===== src/rtl/nareg_skid.sv =====
// nareg_skid: valid/ready holding register with a one-entry skid buffer (or plain always-load register when BYPASS=1).
// Latency: one cycle from in_fire to out_valid/out_data; one transfer per cycle sustained.
// Backpressure: in_ready drops only when both entries are held; it is a flop, so out_ready never reaches in_ready combinationally.
//
// Ports:
//   clk, rst        clock and synchronous active-high reset
//   flush           synchronous clear of buffered contents (data registers keep their values)
//   in_valid/in_ready/in_data     producer handshake
//   out_valid/out_ready/out_data  consumer handshake; out_data is always the main register
//   occupancy       entries held: 0, 1 or 2
module nareg_skid #(
    parameter int               WIDTH       = 32,
    parameter logic [WIDTH-1:0] RESET_VALUE = '0,
    parameter bit               BYPASS      = 1'b0
) (
    input  logic             clk,
    input  logic             rst,
    input  logic             flush,
    input  logic             in_valid,
    output logic             in_ready,
    input  logic [WIDTH-1:0] in_data,
    output logic             out_valid,
    input  logic             out_ready,
    output logic [WIDTH-1:0] out_data,
    output logic [1:0]       occupancy
);

    typedef enum logic [1:0] {
        EMPTY = 2'd0,
        BUSY  = 2'd1,
        FULL  = 2'd2
    } state_t;

    // Output flags are stored alongside the state so every output comes
    // straight from a flop.
    typedef struct packed {
        logic       vld;
        logic       rdy;
        logic [1:0] occ;
    } flags_t;

    function automatic flags_t decode(input state_t s);
        flags_t f;
        case (s)
            BUSY:    f = '{vld: 1'b1, rdy: 1'b1, occ: 2'd1};
            FULL:    f = '{vld: 1'b1, rdy: 1'b0, occ: 2'd2};
            default: f = '{vld: 1'b0, rdy: 1'b1, occ: 2'd0};
        endcase
        return f;
    endfunction

    generate
        if (BYPASS) begin : g_bypass
            // Legacy holding register: loads every cycle, handshake ignored.
            logic [WIDTH-1:0] main_dat;
            logic             main_vld;
            logic             unused_out_ready;

            assign unused_out_ready = out_ready;

            always_ff @(posedge clk) begin
                if (rst) begin
                    main_dat <= RESET_VALUE;
                    main_vld <= 1'b0;
                end else begin
                    main_dat <= in_data;
                    // flush only suppresses the valid; data still loads.
                    main_vld <= in_valid & ~flush;
                end
            end

            assign in_ready  = 1'b1;
            assign out_valid = main_vld;
            assign out_data  = main_dat;
            assign occupancy = {1'b0, main_vld};
        end else begin : g_skid
            state_t           state;
            flags_t           flags;
            logic [WIDTH-1:0] main_dat;
            logic [WIDTH-1:0] skid_dat;
            logic             in_fire;
            logic             out_fire;

            assign in_fire  = in_valid & flags.rdy;
            assign out_fire = flags.vld & out_ready;

            always_ff @(posedge clk) begin
                if (rst) begin
                    state    <= EMPTY;
                    flags    <= decode(EMPTY);
                    main_dat <= RESET_VALUE;
                    skid_dat <= RESET_VALUE;
                end else if (flush) begin
                    // Contents are discarded by state alone; out_data goes stale.
                    state <= EMPTY;
                    flags <= decode(EMPTY);
                end else begin
                    case (state)
                        EMPTY: begin
                            if (in_fire) begin
                                main_dat <= in_data;
                                state    <= BUSY;
                                flags    <= decode(BUSY);
                            end
                        end
                        BUSY: begin
                            if (in_fire && out_fire) begin
                                main_dat <= in_data;
                            end else if (in_fire) begin
                                // Consumer stalled: park the new word behind main.
                                skid_dat <= in_data;
                                state    <= FULL;
                                flags    <= decode(FULL);
                            end else if (out_fire) begin
                                state <= EMPTY;
                                flags <= decode(EMPTY);
                            end
                        end
                        FULL: begin
                            // in_ready is low here, so only the drain can happen.
                            if (out_fire) begin
                                main_dat <= skid_dat;
                                state    <= BUSY;
                                flags    <= decode(BUSY);
                            end
                        end
                        default: begin
                            state <= EMPTY;
                            flags <= decode(EMPTY);
                        end
                    endcase
                end
            end

            assign in_ready  = flags.rdy;
            assign out_valid = flags.vld;
            assign out_data  = main_dat;
            assign occupancy = flags.occ;
        end
    endgenerate

endmodule


===== config.mk =====
export PLATFORM = sky130hd
export DESIGN_NAME = nareg_skid
export DESIGN_NICKNAME = d
export VERILOG_FILES = /design/src/rtl/nareg_skid.sv
export SDC_FILE = /design/constraint.sdc
export NUM_CORES = 1
export LEC_CHECK = 0
export CELL_PAD_IN_SITES_DETAIL_PLACEMENT = 1
export CELL_PAD_IN_SITES_GLOBAL_PLACEMENT = 1
export CORE_ASPECT_RATIO = 0.5
export CORE_MARGIN = 5
export CORE_UTILIZATION = 40
export CTS_BUF_LIST = sky130_fd_sc_hd__clkbuf_4
export CTS_CLUSTER_SIZE = 16
export DETAILED_ROUTE_END_ITERATION = 6
export GPL_TIMING_DRIVEN = 1
export HOLD_SLACK_MARGIN = 0.15
export PLACE_DENSITY_LB_ADDON = 0.1
export SLEW_MARGIN = 15
export SYNTH_ARGS = -nofsm -noshare
export SYNTH_HDL_FRONTEND = slang
export SYNTH_SLANG_ARGS = --single-unit

===== constraint.sdc =====
create_clock -name clk -period 1.82 [get_ports clk]
set_input_delay 0.546 -clock clk [delete_from_list [all_inputs] [get_ports clk]]
set_output_delay 0.546 -clock clk [all_outputs]
set_load 0.005 [all_outputs]

==> flow_summary_export.csv, run 1 <==
group,metric,value,unit
outcome,outcome,"finished, final reports clean",
synthesis,syn-num-nets,373,
timing,finalHoldViolCount,0,
synthesis,synth_top_family_by_area,"compound AO/OA/AOI/OAI gates",
finish,final_layout_size_suffix_gt1_share,29.06,%
placement,port_buffers,72,
timing,fin_ws,93.83,ps
synthesis,synth_edf_count,0,
clock_tree,cts_buffer_depth,2,
synthesis,synth_adder_area_share,0.2949,%
grt,grt_pass1_vias,3411,
grt,grt_first_pass_wirelength,18840,microns
die,ioPinCount,73,
die,die-width,140.3,microns
placement,place_hpwl,7100,microns
clock_tree,cts_root_buf,"clkbuf_4",
power,fin_total_pwr,3.230,mW
grt,antenna_found_initial,0,
drt,vias,3277,
setup_path,regToRegSetupSlack,160,ps
setup_path,path_max_fanout,11,
grt,grt_start_max_net_pins,45,
timing,rsz0062_at_grt,"no",
die,start_util,41.68,%
setup_path,r2r-end,"out_data[7]$_SDFFE_PP0P_",
clock_tree,cts_tree,"built",
setup_path,path_cells,"clkdlybuf4s50_1 > and4b_1 > buf_4 > a221oi_1 > a211oi_2",
drt,drt_iter0_drc,274,
synthesis,synth_area,3395,sq um
timing,setup_viol,0,
synthesis,synth-xor-area-share,0,%
power,cellPowerDensity,715.8,nW/um^2
synthesis,ys_async_sr_fraction,0,%
clock_tree,numCtsBuffers,9,
clock_tree,clkLatencyLatePin,440,ps
clock_tree,clk_pin_slew,120,ps
setup_path,r2r-start,"g_skid.state[1]$_SDFFE_PP0P_",
setup_path,startpoint_type,"input pin",
min_path,worstHoldPathType,"input pin to flop",
finish,fin_nets,438,
timing,slew_viol_final,0,
placement,gp_congestion,0.7965,
finish,final_cell_mix,"dlygate4sd2_1 (36), clkdlybuf4s50_1 (35), nand4_1 (33), dfxtp_1 (33)",
drt,via_per_inst,6.326,
flow_run,drv_cap,0,
synthesis,synth_seq_cells,68,
die,rows,23,
setup_path,critPathMaxStageDelay,530,ps
finish,n_antenna_cell,0,
synthesis,synthDistinctLibCells,34,
min_path,holdPathStages,2,
grt,grt_usage,22.83,%
setup_path,critical_path_class,"input pin to flop",
synthesis,yosysSeqAreaShare,40.10,%
min_path,hold_start,"rst",
synthesis,ys_warn_count,0,
synthesis,synth_compound_area_share,33.51,%
timing,whs,387.0,ps
die,die_y,75.14,microns
drt,ant_nets,0,
die,die-area,10540,sq um
clock_tree,ctsHoldBuffers,0,
drt,drt_pass1_iterations,4,
timing,fmax,579.3,MHz
min_path,holdPathEnd,"out_valid$_SDFFE_PP0P_",
synthesis,yosys.area_share.simple,9.067,%
setup_path,cp.buffers_inverters,2,
clock_tree,cts_sinks,68,
timing,finalClockSkew,6.972,ps
timing,timing.final.crit_share,94.84,%
die,design.core.area,8144,sq um
finish,syn2layout_area_growth,32.92,%
setup_path,path_delay_family,"buffers and inverters",
timing,min_period,1726,ps
synthesis,syn_area_per_cell,10.10,sq um
setup_path,crit_path_end_kind,"flop",
synthesis,synth_ff_type,"dfxtp_1",
synthesis,synthMuxAreaShare,9.436,%
setup_path,arrival,2080,ps
finish,mostFrequentLayoutCell,"dlygate4sd2_1",
setup_path,cp_slowest_cell,"clkdlybuf4s50_1",
drt,wl_per_cell,22.79,microns
finish,fin_util,55.40,%
synthesis,synth_cells,336,
timing,max_slew.worst_pin.slew,393.1,ps
power,power_leakage,1.839,nW
timing,finalSetupTns,0,ps
grt,overflow,0,
timing,slew_headroom,73.80,%
placement,post-place-ws,-472.5,ps
drt,wl,11810,microns
power,ir_drop,0.0002687,V
drt,drcViolationCount,0,
setup_path,required,2170,ps
setup_path,reg2reg_depth,5,
finish,n_fill_cell,900,
clock_tree,h-tree-depth,3,
==> worst reg2reg max path, cell delays in order (launching register included) <==
cell	delay, ps
dfxtp_4	380
buf_4	160
and4bb_1	420
buf_12	250
a221oi_1	140
a211oi_2	240
==> logic make-up (layout without fill, tap and decap cells) <==
group / count (synthesis) / count (layout)
buf+inv: 52 / 121
flops: 68 / 68
compound gates: 135 / 136
fa+ha+maj: 1 / 1
simple gates: 48 / 48
mux: 32 / 32
==> registers in the layout, summed over array words and instances (netlist names) <==
| name | flops |
|---|---|
| g_skid.skid_dat | 32 |
| out_data | 32 |
| g_skid.state | 2 |
| in_ready | 1 |
| out_valid | 1 |
==> metal layers <==
metal,GRT usage (%),wire [microns]
met1,30.45,5082
met2,37.34,5784
met3,6.472,832
met4,5.371,106
met5,0,0
==> cell type report <==
cell class,instances,area [sq um],area share [%]
Multi-Input combinational cell,217,1797,39.82
Clock buffer,11,82.58,1.830
Inverter,1,3.754,0.08319
Sequential cell,68,1413,31.31
Timing Repair Buffer,104,1023,22.68
Clock inverter,5,52.55,1.165
Tap cell,112,140.1,3.106
==> Yosys cell counts (2+ instances only) <==
| cell type | instances | area share [%] |
|---|---|---|
| o21ai_0 | 2 | 0.29 |
| a21oi_1 | 32 | 4.7 |
| a221oi_1 | 32 | 8.3 |
| buf_2 | 11 | 1.6 |
| o31ai_1 | 32 | 7.1 |
| and3_1 | 2 | 0.37 |
| clkbuf_1 | 29 | 3.2 |
| buf_6 | 5 | 1.7 |
| dfxtp_1 | 68 | 40 |
| a211oi_2 | 30 | 11 |
| mux2i_1 | 32 | 9.4 |
| nand2_1 | 2 | 0.22 |
| a211oi_1 | 2 | 0.44 |
| nand4_1 | 33 | 6.1 |
| buf_4 | 3 | 0.66 |
| buf_1 | 3 | 0.33 |
==> stage by stage <==
| step | cells | cell area [sq um] |
|---|---|---|
| after global placement | 491 | 4278 |
| after CTS | 517 | 4494 |
| after global routing | 518 | 4512 |
| final | 518 | 4512 |
| after floorplan | 336 | 3395 |
| after detailed placement | 491 | 4278 |
==> power breakdown <==
| group | leakage, nW | internal, mW | switching, mW |
|---|---|---|---|
| sequential | 0.568 | 1.56 | 0.0401 |
| clock | 0.0782 | 0.443 | 0.572 |
| combinational | 1.19 | 0.292 | 0.324 |
==> what timing repair did <==
item                       4_1_cts  5_1_grt
setup endpoints to repair       36       32
gates resized for setup         74        1
gates cloned                     0        1
pin swaps                        0        1
buffers inserted                10        0
==> worst max path at each step <==
| stage | from | end | slack (ps) | depth (start not counted) |
|---|---|---|---|---|
| finish | out_ready | out_data[21]$_SDFFE_PP0P_ | 90 | 5 |
| global route | out_ready | out_data[21]$_SDFFE_PP0P_ | 40 | 5 |
| CTS | out_ready | out_data[1]$_SDFFE_PP0P_ | 10 | 4 |
| detailed placement | out_ready | out_data[1]$_SDFFE_PP0P_ | -470 | 4 |
| global placement | out_ready | out_data[1]$_SDFFE_PP0P_ | -370 | 4 |
| floorplan | out_ready | in_ready$_SDFFE_PP1P_ | 250 | 4 |
Note: power is estimated with default switching activity, not from simulation.
==> inputs of run 2 (changes only) <==
--- a/config.mk
+++ b/config.mk
@@ -13,10 +13,10 @@
 export CTS_BUF_LIST = sky130_fd_sc_hd__clkbuf_4
 export CTS_CLUSTER_SIZE = 16
 export DETAILED_ROUTE_END_ITERATION = 6
+export GPL_ROUTABILITY_DRIVEN = 0
 export GPL_TIMING_DRIVEN = 1
 export HOLD_SLACK_MARGIN = 0.15
 export PLACE_DENSITY_LB_ADDON = 0.1
-export SLEW_MARGIN = 15
 export SYNTH_ARGS = -nofsm -noshare
 export SYNTH_HDL_FRONTEND = slang
 export SYNTH_SLANG_ARGS = --single-unit
==> results of run 2 <==
Final layout, timing and power as in run 1 (identical DEF).
==> inputs of run 3 (changes only) <==
--- a/config.mk
+++ b/config.mk
@@ -9,7 +9,7 @@
 export CELL_PAD_IN_SITES_GLOBAL_PLACEMENT = 1
 export CORE_ASPECT_RATIO = 0.5
 export CORE_MARGIN = 5
-export CORE_UTILIZATION = 40
+export CORE_UTILIZATION = 30
 export CTS_BUF_LIST = sky130_fd_sc_hd__clkbuf_4
 export CTS_CLUSTER_SIZE = 16
 export DETAILED_ROUTE_END_ITERATION = 6
@@ -17,6 +17,7 @@
 export GPL_TIMING_DRIVEN = 1
 export HOLD_SLACK_MARGIN = 0.15
 export PLACE_DENSITY_LB_ADDON = 0.1
+export REMOVE_ABC_BUFFERS = 1
 export SYNTH_ARGS = -nofsm -noshare
 export SYNTH_HDL_FRONTEND = slang
 export SYNTH_SLANG_ARGS = --single-unit
==> flow_summary_export.csv, run 3 (synthesized netlist as in run 1, its figures left out) <==
group,metric,value,unit
outcome,outcome,"finished, final reports clean",
setup_path,required,2150,ps
finish,final_layout_size_suffix_gt1_share,27.72,%
drt,wl_per_cell,22.05,microns
timing,slew_viol_final,0,
timing,rsz0062_at_grt,"no",
finish,fin_area,4524,sq um
setup_path,critPathMaxStageDelay,370,ps
drt,via_per_inst,5.891,
setup_path,crit_path_end_kind,"flop",
drt,drt_iter0_drc,136,
setup_path,critical_path_class,"flop to flop",
grt,grt_first_pass_wirelength,19580,microns
timing,min_period,1796,ps
clock_tree,clk_pin_slew,120,ps
placement,port_buffers,72,
finish,n_antenna_cell,0,
clock_tree,h-tree-depth,3,
setup_path,path_max_fanout,25,
power,cellPowerDensity,697.8,nW/um^2
drt,wl,12100,microns
finish,final_cells,549,
grt,grt_start_max_net_pins,49,
placement,dp_cells,526,
timing,finalHoldViolCount,0,
die,rows,27,
die,die-width,160.4,microns
setup_path,cpMostUsedCell,"buf_4",
power,ir_drop,0.0003225,V
die,die-area,13670,sq um
finish,n_fill_cell,1217,
power,fin_total_pwr,3.157,mW
die,die_y,85.22,microns
die,ioPinCount,73,
timing,max_slew.worst_pin.slew,427.9,ps
drt,ant_nets,0,
clock_tree,cts_buffer_depth,2,
setup_path,regToRegSetupSlack,20,ps
grt,antenna_found_initial,0,
setup_path,path_cells,"buf_4 > nand2b_1 > buf_4 > o31ai_1 > a21oi_1",
drt,drcViolationCount,0,
timing,fmax,556.6,MHz
timing,whs,440.8,ps
power,power_leakage,1.820,nW
min_path,worstHoldPathType,"input pin to flop",
clock_tree,ctsHoldBuffers,0,
finish,syn2layout_area_growth,33.28,%
drt,vias,3234,
timing,slew_headroom,71.47,%
placement,place_hpwl,7500,microns
timing,setup_viol,0,
die,design.core.area,11010,sq um
clock_tree,cts_sinks,68,
grt,grt_pass1_vias,3672,
clock_tree,numCtsBuffers,9,
grt,grt_usage,17.88,%
flow_run,drv_cap,0,
drt,drt_pass1_iterations,4,
setup_path,reg2reg_depth,5,
timing,timing.final.crit_share,98.71,%
clock_tree,cts_tree,"built",
clock_tree,clkLatencyLatePin,430,ps
setup_path,arrival,2120,ps
placement,place_area,4334,sq um
die,start_util,30.82,%
setup_path,startpoint_type,"flop",
clock_tree,cts_root_buf,"clkbuf_4",
finish,final_cell_mix,"dfxtp_1 (36), dlygate4sd2_1 (36), clkdlybuf4s50_1 (35)",
timing,finalClockSkew,19.20,ps
finish,fin_nets,438,
grt,overflow,0,
setup_path,cp_slowest_cell,"dfxtp_4",
min_path,holdPathStages,2,
==> run 3: cell count changes in the layout (fill, tap and decap cells not counted), sizes merged <==
cell,previous run,this run
a22o,2,1
buf,33,34
clkbuf,11,10
clkinv,4,3
==> run 3: worst max-delay path: cells and delay by family (launching register included) <==
family                 cells  cell delay [ps]
buffers and inverters      2              510
AO/OA/AOI/OAI              2              480
flip-flops                 1              370
AND/OR/NAND/NOR            1              330
==> run 3: per-layer routing <==
layer | track usage, % | wire, microns | up-vias | part of all wire, %
met2 | 31.23 | 5903 | 82 | 49
li1 | - | - | 1478 | -
met3 | 4.852 | 570 | 17 | 4.7
met4 | 4.840 | 157 | 0 | 1.3
met1 | 21.91 | 5473 | 1657 | 45
met5 | 0 | 0 | - | 0
==> run 3: layout make-up <==
class                           count  area, sq um  area share (%)
Clock buffer                       10        75.07           1.659
Clock inverter                      4        42.54          0.9403
Tap cell                          145        181.4           4.010
Sequential cell                    68         1411           31.19
Multi-Input combinational cell    216         1779           39.33
Timing Repair Buffer              105         1031           22.79
Inverter                            1        3.754         0.08296
==> run 3: power breakdown <==
part | leakage (nW) | switching [mW] | internal, mW
clock | 0.0672 | 0.537 | 0.409
sequential | 0.567 | 0.0372 | 1.56
combinational | 1.19 | 0.321 | 0.296
total | 1.82 | 0.896 | 2.26
==> run 3: through the flow <==
stage          util (%)  TNS [ps]  setup slack (ps)
2_1_floorplan         -    -12330            -261.7
3_3_place_gp      39.35    -11990            -206.4
3_5_place_dp      39.35    -14910            -278.6
4_1_cts           41.08         0             77.92
5_1_grt           41.08         0             4.060
6_report          41.08         0             23.51
==> run 3: what timing repair did <==
item | in CTS | in global routing
gates resized for setup | 72 | 0
buffers inserted | 9 | 0
setup endpoints to repair | 36 | 0
==> run 3: path summary, 6_finish.rpt <==
path / from / end
setup reg to reg: g_skid.state[1]$_SDFFE_PP0P_ / g_skid.skid_dat[9]$_SDFFE_PP0P_
setup / recovery: g_skid.state[1]$_SDFFE_PP0P_ / g_skid.skid_dat[9]$_SDFFE_PP0P_
hold / removal: rst / out_data[19]$_SDFFE_PP0P_
hold reg to reg: g_skid.skid_dat[24]$_SDFFE_PP0P_ / g_skid.skid_dat[24]$_SDFFE_PP0P_
